### config.mk
export PLATFORM = sky130hd
export DESIGN_NAME = hiscore_ram_arbiter_flat
export DESIGN_NICKNAME = d
export VERILOG_FILES = /design/src/rtl/hiscore_ram_arbiter_pkg.sv /design/src/rtl/hiscore_ram_arbiter_if.sv /design/src/rtl/hiscore_ram_arbiter_mux.sv /design/src/rtl/hiscore_ram_arbiter.sv /design/src/flat_wrapper.sv
export SDC_FILE = /design/constraint.sdc
export NUM_CORES = 1
export LEC_CHECK = 0
export CORE_ASPECT_RATIO = 0.6
export CORE_MARGIN = 10
export CORE_UTILIZATION = 41
export DETAILED_ROUTE_END_ITERATION = 8
export GPL_ROUTABILITY_DRIVEN = 0
export GPL_TIMING_DRIVEN = 1
export HOLD_SLACK_MARGIN = 0.03
export PLACE_DENSITY_LB_ADDON = 0.3
export SLEW_MARGIN = 20
export SYNTH_ARGS = -nofsm -noshare
export SYNTH_HDL_FRONTEND = slang
export SYNTH_SLANG_ARGS = --single-unit
### constraint.sdc
create_clock -name clk_sys -period 2.3 [get_ports clk_sys]
set_input_delay 0.575 -clock clk_sys [delete_from_list [all_inputs] [get_ports clk_sys]]
set_output_delay 0.575 -clock clk_sys [all_outputs]
set_load 0.01 [all_outputs]
### src/rtl/hiscore_ram_arbiter_pkg.sv
// Shared types for the hiscore RAM arbiter: FSM state encoding and counter widths.
package hs_arb_pkg;

  typedef enum logic [2:0] {
    S_IDLE,
    S_PAUSE_WAIT,
    S_SETTLE,
    S_GRANT,
    S_BLOCKED
  } hs_arb_state_t;

  localparam int TO_W  = 12;
  localparam int SET_W = 4;

endpackage

### src/rtl/hiscore_ram_arbiter_if.sv
// Hiscore engine side of the arbiter: access intent, address/data and grant/read-back status.
interface hiscore_ram_arbiter_if #(
  parameter int AW = 16,
  parameter int DW = 8
) ();

  logic          hs_req;
  logic [AW-1:0] hs_addr;
  logic [DW-1:0] hs_wdata;
  logic          hs_we;
  logic [DW-1:0] hs_rdata;
  logic          hs_rvalid;
  logic          hs_grant;
  logic          hs_timeout;

  modport master (
    output hs_req, hs_addr, hs_wdata, hs_we,
    input  hs_rdata, hs_rvalid, hs_grant, hs_timeout
  );

  modport slave (
    input  hs_req, hs_addr, hs_wdata, hs_we,
    output hs_rdata, hs_rvalid, hs_grant, hs_timeout
  );

endinterface

### src/rtl/hiscore_ram_arbiter_mux.sv
// RAM port mux between CPU and hiscore side, plus the hiscore read-data pipeline.
module hs_arb_mux #(
  parameter int AW = 16,
  parameter int DW = 8
) (
  input  logic          clk_sys,
  input  logic          rst_n,
  input  logic          sel_hs,
  input  logic          rd_en,
  input  logic [AW-1:0] hs_addr,
  input  logic [DW-1:0] hs_wdata,
  input  logic          hs_we,
  output logic [DW-1:0] hs_rdata,
  output logic          hs_rvalid,
  input  logic [AW-1:0] cpu_addr,
  input  logic [DW-1:0] cpu_wdata,
  input  logic          cpu_we,
  output logic [DW-1:0] cpu_rdata,
  output logic [AW-1:0] ram_addr,
  output logic [DW-1:0] ram_wdata,
  output logic          ram_we,
  input  logic [DW-1:0] ram_rdata
);

  logic          vld_p0;
  logic          vld_p1;
  logic          keep_p1;
  logic [DW-1:0] cpu_rdata_hold;

  // Unregistered select: an async reset clearing sel_hs hands the port back at once.
  assign ram_addr  = sel_hs ? hs_addr  : cpu_addr;
  assign ram_wdata = sel_hs ? hs_wdata : cpu_wdata;
  assign ram_we    = sel_hs ? hs_we    : cpu_we;
  assign cpu_rdata = sel_hs ? cpu_rdata_hold : ram_rdata;

  // p0: address presented to RAM
  assign vld_p0  = sel_hs & rd_en & ~hs_we;
  // p1: RAM data on ram_rdata; dropped if the grant is being released
  assign keep_p1 = vld_p1 & sel_hs & rd_en;

  always_ff @(posedge clk_sys or negedge rst_n) begin
    if (!rst_n) begin
      vld_p1    <= 1'b0;
      hs_rvalid <= 1'b0;
      hs_rdata  <= '0;
    end else begin
      vld_p1    <= vld_p0;
      hs_rvalid <= keep_p1;
      if (keep_p1) hs_rdata <= ram_rdata;
    end
  end

  always_ff @(posedge clk_sys) begin
    if (!sel_hs) cpu_rdata_hold <= ram_rdata;
  end

endmodule

### src/rtl/hiscore_ram_arbiter.sv
// Lends the game core work-RAM port to the hiscore engine once the CPU is paused and settled.
// Build option HS_ARB_VBLANK_EN: adds a vblank input; the grant is only given during vertical blank.
module hiscore_ram_arbiter
  import hs_arb_pkg::*;
#(
  parameter int AW      = 16,
  parameter int DW      = 8,
  parameter int SETTLE  = 4,
  parameter int TIMEOUT = 4095
) (
  input  logic                 clk_sys,
  input  logic                 rst_n,
  hiscore_ram_arbiter_if.slave hs,
  output logic                 pause_req,
  input  logic                 cpu_paused,
  input  logic [AW-1:0]        cpu_addr,
  input  logic [DW-1:0]        cpu_wdata,
  input  logic                 cpu_we,
  output logic [DW-1:0]        cpu_rdata,
  output logic [AW-1:0]        ram_addr,
  output logic [DW-1:0]        ram_wdata,
  output logic                 ram_we,
`ifdef HS_ARB_VBLANK_EN
  input  logic                 vblank,
`endif
  input  logic [DW-1:0]        ram_rdata
);

  localparam logic [TO_W-1:0]  TO_LAST  = TO_W'(TIMEOUT - 1);
  localparam logic [SET_W-1:0] SET_LAST = SET_W'(SETTLE - 1);

  hs_arb_state_t    state;
  logic [TO_W-1:0]  to_cnt;
  logic [SET_W-1:0] set_cnt;
  logic             sel_hs;
  logic             timeout_q;
  logic             settle_gate;

`ifdef HS_ARB_VBLANK_EN
  assign settle_gate = vblank;
`else
  assign settle_gate = 1'b1;
`endif

  assign hs.hs_grant   = sel_hs;
  assign hs.hs_timeout = timeout_q;

  always_ff @(posedge clk_sys or negedge rst_n) begin
    if (!rst_n) begin
      state     <= S_IDLE;
      pause_req <= 1'b0;
      sel_hs    <= 1'b0;
      timeout_q <= 1'b0;
      to_cnt    <= '0;
      set_cnt   <= '0;
    end else begin
      timeout_q <= 1'b0;
      case (state)
        S_IDLE: begin
          if (hs.hs_req) begin
            state     <= S_PAUSE_WAIT;
            pause_req <= 1'b1;
            to_cnt    <= '0;
          end
        end
        S_PAUSE_WAIT: begin
          if (!hs.hs_req) begin
            state     <= S_IDLE;
            pause_req <= 1'b0;
          end else if (cpu_paused) begin
            state   <= S_SETTLE;
            to_cnt  <= '0;
            set_cnt <= '0;
          end else if (to_cnt == TO_LAST) begin
            state     <= S_BLOCKED;
            pause_req <= 1'b0;
            timeout_q <= 1'b1;
            to_cnt    <= '0;
          end else begin
            to_cnt <= to_cnt + 1'b1;
          end
        end
        S_SETTLE: begin
          if (!hs.hs_req || !cpu_paused) begin
            state     <= S_IDLE;
            pause_req <= 1'b0;
          end else if (set_cnt == SET_LAST) begin
            // Count done; hold here until the swap window opens.
            if (settle_gate) begin
              state  <= S_GRANT;
              sel_hs <= 1'b1;
            end
          end else begin
            set_cnt <= set_cnt + 1'b1;
          end
        end
        S_GRANT: begin
          // A late cpu_paused drop is the pause block's problem; keep the grant.
          if (!hs.hs_req) begin
            state     <= S_IDLE;
            pause_req <= 1'b0;
            sel_hs    <= 1'b0;
          end
        end
        S_BLOCKED: begin
          if (!hs.hs_req) state <= S_IDLE;
        end
        default: begin
          state     <= S_IDLE;
          pause_req <= 1'b0;
          sel_hs    <= 1'b0;
        end
      endcase
    end
  end

  hs_arb_mux #(
    .AW(AW),
    .DW(DW)
  ) u_mux (
    .clk_sys   (clk_sys),
    .rst_n     (rst_n),
    .sel_hs    (sel_hs),
    .rd_en     (hs.hs_req),
    .hs_addr   (hs.hs_addr),
    .hs_wdata  (hs.hs_wdata),
    .hs_we     (hs.hs_we),
    .hs_rdata  (hs.hs_rdata),
    .hs_rvalid (hs.hs_rvalid),
    .cpu_addr  (cpu_addr),
    .cpu_wdata (cpu_wdata),
    .cpu_we    (cpu_we),
    .cpu_rdata (cpu_rdata),
    .ram_addr  (ram_addr),
    .ram_wdata (ram_wdata),
    .ram_we    (ram_we),
    .ram_rdata (ram_rdata)
  );

endmodule

### src/flat_wrapper.sv
// flat-port wrapper written by rule: the top's interface ports become plain ports
module hiscore_ram_arbiter_flat import hs_arb_pkg::*;
#(
  parameter int AW      = 16,
  parameter int DW      = 8,
  parameter int SETTLE  = 4,
  parameter int TIMEOUT = 4095
)
  (clk_sys, rst_n, pause_req, cpu_paused, cpu_addr, cpu_wdata, cpu_we, cpu_rdata, ram_addr, ram_wdata, ram_we, ram_rdata, hs_hs_req, hs_hs_addr, hs_hs_wdata, hs_hs_we, hs_hs_rdata, hs_hs_rvalid, hs_hs_grant, hs_hs_timeout);
  hiscore_ram_arbiter_if #(.AW(AW), .DW(DW)) hs_i ();
  input  logic clk_sys;
  input  logic rst_n;
  output logic pause_req;
  input  logic cpu_paused;
  input  logic [AW-1:0] cpu_addr;
  input  logic [DW-1:0] cpu_wdata;
  input  logic cpu_we;
  output logic [DW-1:0] cpu_rdata;
  output logic [AW-1:0] ram_addr;
  output logic [DW-1:0] ram_wdata;
  output logic ram_we;
  input  logic [DW-1:0] ram_rdata;
  input wire logic [$bits(hs_i.hs_req)-1:0] hs_hs_req;
  input wire logic [$bits(hs_i.hs_addr)-1:0] hs_hs_addr;
  input wire logic [$bits(hs_i.hs_wdata)-1:0] hs_hs_wdata;
  input wire logic [$bits(hs_i.hs_we)-1:0] hs_hs_we;
  output wire logic [$bits(hs_i.hs_rdata)-1:0] hs_hs_rdata;
  output wire logic [$bits(hs_i.hs_rvalid)-1:0] hs_hs_rvalid;
  output wire logic [$bits(hs_i.hs_grant)-1:0] hs_hs_grant;
  output wire logic [$bits(hs_i.hs_timeout)-1:0] hs_hs_timeout;
  assign hs_i.hs_req = hs_hs_req;
  assign hs_i.hs_addr = hs_hs_addr;
  assign hs_i.hs_wdata = hs_hs_wdata;
  assign hs_i.hs_we = hs_hs_we;
  assign hs_hs_rdata = hs_i.hs_rdata;
  assign hs_hs_rvalid = hs_i.hs_rvalid;
  assign hs_hs_grant = hs_i.hs_grant;
  assign hs_hs_timeout = hs_i.hs_timeout;
  hiscore_ram_arbiter #(.AW(AW), .DW(DW), .SETTLE(SETTLE), .TIMEOUT(TIMEOUT)) u_core (.clk_sys(clk_sys), .rst_n(rst_n), .hs(hs_i), .pause_req(pause_req), .cpu_paused(cpu_paused), .cpu_addr(cpu_addr), .cpu_wdata(cpu_wdata), .cpu_we(cpu_we), .cpu_rdata(cpu_rdata), .ram_addr(ram_addr), .ram_wdata(ram_wdata), .ram_we(ram_we), .ram_rdata(ram_rdata));
endmodule
Word level (Yosys, flattened, before mapping)
Index checks and enable logic that the tools add are counted.

Magnitude comparators: 0. Shift-type cells: 0. Reduce and logical (&&, ||, !) cells: 13. Multiply operators: 0. Bitwise gates (word level): 7. Mux-type cells: 36. Divide/modulo/power cells: 0. $add $sub $neg: 2. Equality and inequality tests: 19.

Operator list (number): $mux 12 (4); $pmux 12 s2 (1); $mux 3 (7); $mux 16 (1); $mux 4 (4); $mux 8 (2); $ne 2x2->1 const B (7); $mux 1 (13); $add 12x1->12 const B (1); $eq 12x12->1 const B (1); $pmux 3 s4 (1); $pmux 4 s2 (1); $reduce_and 4->1 (2); $eq 3x2->1 const B (2); $reduce_and 6->1 (1); $pmux 1 s5 (1); $reduce_and 5->1 (1); $add 4x1->4 const B (1); $and 1x1->1 (4); $eq 4x2->1 const B (1); $ne 2x1->1 const B (2); $ne 4x3->1 const B (1); $reduce_bool 2->1 (2); $eq 3x1->1 const B (1); other kinds (12) (15).

Memories: 0. Bits in writable memories: 0. Output and inout port bits: 45. ROM bits: 0. Bits in latches: 0. Bits in registers: 40.

Logic depth before layout (Yosys ltp)
Gate-level depths: netlist of run 1.

Depth in word-level cells: 5. Gate-level depth with buffers: 6.

Hierarchy
A second synthesis of run 1 with hierarchy kept.

Cell total of the unflattened synthesis: 222. Area, all modules: 2255.9 sq um.

By module, submodules not included: hiscore_ram_arbiter (sequential area each 550.5 sq um, times used 1, cells each 155, area an instance 1310.0 sq um); hs_arb_mux (sequential area each 410.4 sq um, times used 1, cells each 67, area an instance 945.9 sq um).

Worst setup path after synthesis of run 1
Ideal clock, no wire load.

Path kind: reg2out. From: register u_core.sel_hs, in the netlist u_core.hs.hs_grant. To: output port cpu_rdata[0]. Stages on the path, launching flop included: 4. Path slack: 290 ps. Buffers on the path: 2. Data required time: 1725 ps. Data arrival time: 1435 ps. Cells stage by stage: dfrtp_1 -> clkbuf_1 -> buf_1 -> mux2_2.

Longest elaborated chain between the ends: 1.

Ends and longest elaborated chain: start: declaration (line hiscore_ram_arbiter.sv:35) `logic sel_hs;`; start signal: assignment (line hiscore_ram_arbiter.sv:52) `sel_hs <= 1'b0;`; start signal: assignment (line hiscore_ram_arbiter.sv:91) `sel_hs <= 1'b1;`; start signal: assignment (line hiscore_ram_arbiter.sv:102) `sel_hs <= 1'b0;`; $mux 8; end: declaration (line flat_wrapper.sv:18) `output logic [DW-1:0] cpu_rdata;`.

No other way between the ends.

Worst setup path after layout of run 1
From: register u_core.sel_hs, in the netlist u_core.hs.hs_grant. To: output port cpu_rdata[3].

Same word-level chain as after synthesis.

==> metrics.yaml, run 1 <==
outcome: "finished clean"
finClkSkew_ns: 0.00308
area_growth_pct: 60.6
pwr-share-seq_pct: 40.7
critical_path_class: "reg -> out"
layout.nets: 393
final_area_um2: 3500
fin_crit_ns: 2.20
post-synth-top-count-cell: "mux2_2"
pre_cts_ws_ns: -0.0715
cp.required_ns: 1.73
root_buffer: "clkbuf_8"
dpl_cell_area_um2: 3440
slew_viol_final: 0
p_per_area_nw_per_um2: 642
ys_top_cells_by_count: "mux2_2, dfrtp_1, nand2_1"
numCtsBuffers: 5
grt_pass1_vias: 2156
grt_pass1_wl_um: 11000
end_kind: "output pin"
power.internal_w: 0.00152
setup_viol: 0
critPathMaxStageDelay_ns: 0.37
cellLeakagePower_nw: 1.48
clockBufferDepth: 2
hpwlAfterDp_um: 5460
fmax_mhz: 455
whs_ns: 0.479
synthArstFlopShare_pct: 80.0
multi_input_area_um2: 1140
hold_viol_final: 0
antennaDiodeCount: 0
vias_per_cell: 5.06
pin_count: 107
crit_buf_inv: 3
synth-edff-count: 0
ir_worst_vdd_mv: 0.319
yosysTopAreaCell: "dfrtp_1"
tightest_slew_ns: 0.511
gr-total-overflow: 0
seq_area_um2: 961
crit_chain: "buf_6 -> buf_4 -> mux2_2 -> dlygate4sd2_1"
core_region_area_um2: 5100
critPathSlowestCell: "dfrtp_1"
p_sw_w: 0.000727
grt_antenna_before_repair: 0
drc: 0
timing.final.crit_share_pct: 95.6
ys.warnings.count: 0
num_vias: 1997
worstPathArrival_ns: 1.62
floorplan.rows: 20
clkPwrFrac_pct: 20.9
die-area_um2: 8740
synth.area.top_cells: "dfrtp_1, mux2_2, dfxtp_1"
io_buffers: 106
wl_per_cell_um: 17.0
h-tree-depth: 2
cts_tree: "yes"
drt_iter0_drc: 95
synth_top_area_share_pct: 36.7
ys.flop_type: "dfrtp_1"
syn_inst: 203
initial_core_util_pct: 42.7
insertion_delay_ns: 0.30
drt_first_pass_iters: 4
die_x_um: 114
fillCellCount: 426
synthDistinctLibCells: 44
holdCritPathClass: "reg -> reg"
cts_sinks: 40
rsz0062_at_grt: "no"
clkTransAtPathRegs_ns: 0.08
grt_start_max_net_pins: 33
netlist_area_um2: 2180
slew_headroom_pct: 66.0
worstSetupStartpointType: "register"
power.switching_fraction_pct: 32.3
critical_path.max_fanout: 11
ys_seq_area_share_pct: 44.0
max_cap_violations: 0
setup_slack_ns: 0.101
ys_ff_latch: 40
synthesis.nets: 268
synth.avg_cell_area_um2: 10.7
crit_family: "buffers and inverters"
drive_gt1_share_pct: 24.9
die_h_um: 76.5
ant_nets: 0
grt_use_total_pct: 15.4
power_w: 0.00225
combPwrFrac_pct: 38.4
wl_um: 6710
==> layer usage <==
layer	share of wire (%)	vias up	GRT usage [%]
met4	0.57	0	2.24
met3	11	4	8.57
met5	0	-	0
met2	45	60	23.1
li1	-	985	-
met1	43	948	19.2
==> cell families (layout without fill, tap and decap cells) <==
family / Yosys count / in the layout / synth area share [%]
XOR/XNOR: 6 / 6 / 2.41
buffers and inverters: 17 / 143 / 3.61
adder cells (fa/ha/maj): 3 / 3 / 1.72
AND/OR/NAND/NOR: 60 / 60 / 15.1
multiplexers: 45 / 45 / 23.2
AO/OA/AOI/OAI: 32 / 32 / 9.92
flip-flops: 40 / 40 / 44.0
==> power groups by stage <==
stage	clock network, W	logic [W]	registers (W)
floorplan	0	0.000535	0.000866
global placement	0	0.000893	0.000922
detailed placement	0	0.000914	0.000929
CTS	0.000483	0.000869	0.000916
global route	0.000518	0.000946	0.000935
finish	0.000471	0.000863	0.000915
==> sequential cells by signal, summed over array words and instances, names as in the netlist <==
name and count:
u_core.set_cnt 4, u_core.to_cnt 12, u_core.u_mux.vld_p1 1, u_core.u_mux.hs_rdata 8
u_core.hs.hs_grant 1, u_core.pause_req 1, u_core.u_mux.cpu_rdata_hold 8, u_core.state 3
u_core.u_mux.hs_rvalid 1, u_core.hs.hs_timeout 1
==> timing repair <==
item | in CTS | in global routing
buffers inserted | 1 | 1
endpoints found under the setup margin | 31 | 1
resized for setup | 34 | 0
hold buffers | 0 | 0
==> per-stage QoR <==
stage / utilization (%) / setup TNS (ns) / instances
floorplan: - / 0 / 203
global route: 68.7 / 0 / 395
finish: 68.7 / 0 / 395
detailed placement: 67.4 / -0.692 / 385
CTS: 68.5 / 0 / 394
global placement: 67.4 / -0.324 / 385
==> layout make-up <==
type                    count  area share [%]
flip-flops and latches     40            27.4
repair buffers            129            34.5
clock buffers               5            1.96
clock inverters             3           0.536
well taps                  66            2.36
inverters                   6           0.643
multi-input cells         146            32.6
==> path summary, 6_finish.rpt <==
kind,start,to,slack [ns],cells after the start
worst max-delay path,u_core.hs.hs_grant,cpu_rdata[3],0.10,4
worst min-delay path,u_core.u_mux.cpu_rdata_hold[4],u_core.u_mux.cpu_rdata_hold[4],0.48,1
worst max register to register,u_core.to_cnt[5],u_core.pause_req,0.27,4
worst min register to register,u_core.u_mux.cpu_rdata_hold[4],u_core.u_mux.cpu_rdata_hold[4],0.48,1
max in group asynchronous,rst_n,u_core.to_cnt[5],1.34,2
min in group asynchronous,rst_n,u_core.set_cnt[2],0.66,2
==> cell usage in the layout, fill, tap and decap left out, types with 2 or more instances in the layout <==
cell type	synthesis	routed
a221oi_1	2	2
nor3_1	2	2
a31oi_1	2	2
nor4_1	3	3
mux2_2	44	44
buf_4	0	21
a2bb2oi_1	2	2
nand3_1	6	6
ha_1	3	3
o21ai_0	9	9
xnor2_1	5	5
or2_2	3	3
a21oi_1	6	6
or3_1	3	3
dlygate4sd2_1	0	33
or4_1	2	2
inv_1	6	6
clkbuf_8	0	5
clkdlybuf4s50_1	0	73
nand2_1	16	16
dfxtp_1	8	8
o2bb2ai_1	4	4
dfrtp_1	32	32
nor2_1	11	11
nor3b_1	2	2
clkinv_2	0	2
nand3b_1	2	2
Power figures use the tool's default switching activity.
==> run 2, diff against run 1 <==
ABC_AREA = 1   (was unset)
CORE_UTILIZATION = 42   (was 41)
==> run 2 against run 1 <==
Effect of this change:
- area after synthesis is 5.7% higher
- clock skew is 0.0054 ns higher
- clock power is 29% higher
- critical path type is now in -> out
==> metrics.yaml, run 2 <==
outcome: "finished clean"
pin_count: 107
fin_crit_ns: 2.28
worstSetupStartpointType: "primary input"
drt_first_pass_iters: 5
synthDistinctLibCells: 30
ant_nets: 0
num_vias: 2494
die_x_um: 116
finClkSkew_ns: 0.00849
critical_path_class: "in -> out"
ys_top_cells_by_count: "nand2_1, inv_1, dfrtp_1"
die_h_um: 77.4
grt_antenna_before_repair: 0
fmax_mhz: 438
synthArstFlopShare_pct: 80.0
clkPwrFrac_pct: 17.2
cts_tree: "yes"
hpwlAfterDp_um: 6350
cts_sinks: 40
drive_gt1_share_pct: 10.4
yosysTopAreaCell: "dfrtp_1"
core_region_area_um2: 5180
hold_viol_final: 0
synth.area.top_cells: "dfrtp_1, nand2_1, dfxtp_1"
gr-total-overflow: 0
ys.flop_type: "dfrtp_1"
netlist_area_um2: 2310
top_regs: "u_core.to_cnt (12), u_core.u_mux.cpu_rdata_hold (8), u_core.u_mux.hs_rdata (8)"
vias_per_cell: 4.83
end_kind: "output pin"
critical_path.max_fanout: 1
layout_common_cells: "nand2_1, clkdlybuf4s50_1, inv_1, dfrtp_1"
ys.warnings.count: 0
p_sw_w: 0.00146
grt_use_total_pct: 17.2
grt_pass1_wl_um: 12400
ys_seq_area_share_pct: 41.6
post-synth-top-count-cell: "nand2_1"
tightest_slew_ns: 0.408
floorplan.rows: 20
worstPathArrival_ns: 1.71
p_per_area_nw_per_um2: 950
insertion_delay_ns: 0.30
setup_viol: 0
h-tree-depth: 2
largest_reg_flops: 12
max_cap_violations: 0
final_area_um2: 3700
numCtsBuffers: 5
cellLeakagePower_nw: 1.93
combPwrFrac_pct: 54.5
root_buffer: "clkbuf_8"
holdCritPathClass: "reg -> reg"
die-area_um2: 8960
finalSetupTns_ns: 0
cp.required_ns: 1.73
layout_commonest_cell: "nand2_1"
timing.final.crit_share_pct: 99.2
io_buffers: 106
syn_inst: 332
drc: 0
synthesis.nets: 397
drt_iter0_drc: 335
area_growth_pct: 60.4
ctsHoldBuffers: 0
top_register: "u_core.to_cnt"
slew_viol_final: 0
antennaDiodeCount: 0
ir_worst_vdd_mv: 0.417
synth_top_area_share_pct: 34.7
slew_headroom_pct: 72.8
power.switching_fraction_pct: 41.5
initial_core_util_pct: 44.5
pwr-share-seq_pct: 28.3
wl_per_cell_um: 15.9
power.internal_w: 0.00206
synth.avg_cell_area_um2: 6.95
clockBufferDepth: 2
rsz0062_at_grt: "no"
wl_um: 8210
synth-edff-count: 0
clkTransAtPathRegs_ns: 0.09
grt_start_max_net_pins: 42
dpl_cell_area_um2: 3510
layout.nets: 514
grt_pass1_vias: 2223
ys_ff_latch: 40
-- run 2: cell types whose count changed after synthesis, moves of 6 or more --
| cell | previous run | this run |
|---|---|---|
| nand2_1 | 16 | 141 |
| nor2_2 | 0 | 6 |
| inv_1 | 6 | 34 |
| o21ai_0 | 9 | 20 |
| nand3_1 | 6 | 23 |
| mux2_2 | 44 | 0 |
| a21oi_1 | 6 | 0 |
| nor2_1 | 11 | 23 |
-- run 2: layout make-up --
type | instances | area (µm²)
timing repair buffer | 118 | 1220
fill | 403 | 1480
inverter | 39 | 153
clock buffer | 5 | 68.8
tap | 66 | 82.6
clock inverter | 3 | 46.3
sequential | 40 | 962
multi-input combinational | 245 | 1170
-- run 2: worst max-delay path: stages --
cell	delay (ns)
clkdlybuf4s50_1	0.46
nand2_1	0.05
nand2_1	0.07
clkdlybuf4s50_1	0.56
-- run 2: cell families (layout without fill, tap and decap cells) --
logic type               count (synthesis)  after routing  synth area share, %
flip-flops                              40             40                 41.6
XOR/XNOR                                 5              5                 1.90
AND/OR/NAND/NOR                        214            214                 41.6
buffers and inverters                   47            165                 7.81
AO/OA/AOI/OAI                           23             23                 5.42
adder cells (fa/ha/maj)                  3              3                 1.63
-- run 2: through the flow --
step | power, W | hold WS [ns] | cells | util [%] | setup WS, ns
3_5_place_dp | 0.00290 | 0.460 | 505 | 67.8 | -0.161
4_1_cts | 0.00346 | 0.476 | 513 | 69.8 | 0.00608
3_3_place_gp | 0.00286 | 0.449 | 505 | 67.8 | -0.133
5_1_grt | 0.00374 | 0.486 | 516 | 71.4 | 0.00231
6_report | 0.00351 | 0.476 | 516 | 71.4 | 0.0181
2_1_floorplan | 0.00192 | 0.279 | 332 | - | 0.619
-- run 2: power by group through the flow --
stage / Sequential [W] / Combinational [W] / Clock, W
2_1_floorplan: 0.000976 / 0.000945 / 0
3_3_place_gp: 0.000991 / 0.00186 / 0
3_5_place_dp: 0.000997 / 0.00190 / 0
4_1_cts: 0.000988 / 0.00186 / 0.000611
5_1_grt: 0.00101 / 0.00209 / 0.000641
6_report: 0.000995 / 0.00191 / 0.000606
-- run 2: final timing paths --
path,slack (ns),depth (start not counted),start,to
max,0.02,4,hs_hs_wdata[3],ram_wdata[3]
min,0.48,2,u_core.u_mux.cpu_rdata_hold[5],u_core.u_mux.cpu_rdata_hold[5]
max reg2reg,0.82,7,u_core.state[1],u_core.to_cnt[11]
min reg2reg,0.48,2,u_core.u_mux.cpu_rdata_hold[5],u_core.u_mux.cpu_rdata_hold[5]
max in group asynchronous,1.32,2,rst_n,u_core.hs.hs_grant
min in group asynchronous,0.66,2,rst_n,u_core.state[0]
-- run 2: metal layers --
| layer | up-vias | routed length, µm | global-route usage [%] |
|---|---|---|---|
| met1 | 1108 | 3780 | 24.1 |
| met3 | 15 | 651 | 3.92 |
| li1 | 1264 | - | - |
| met2 | 107 | 3680 | 26.5 |
| met4 | 0 | 90 | 3.73 |
| met5 | - | 0 | 0 |
-- run 2: what timing repair did --
item                       4_1_cts  5_1_grt
resized for setup               11       17
setup endpoints to repair       16       22
buffers inserted                 0        2
gates cloned                     0        1
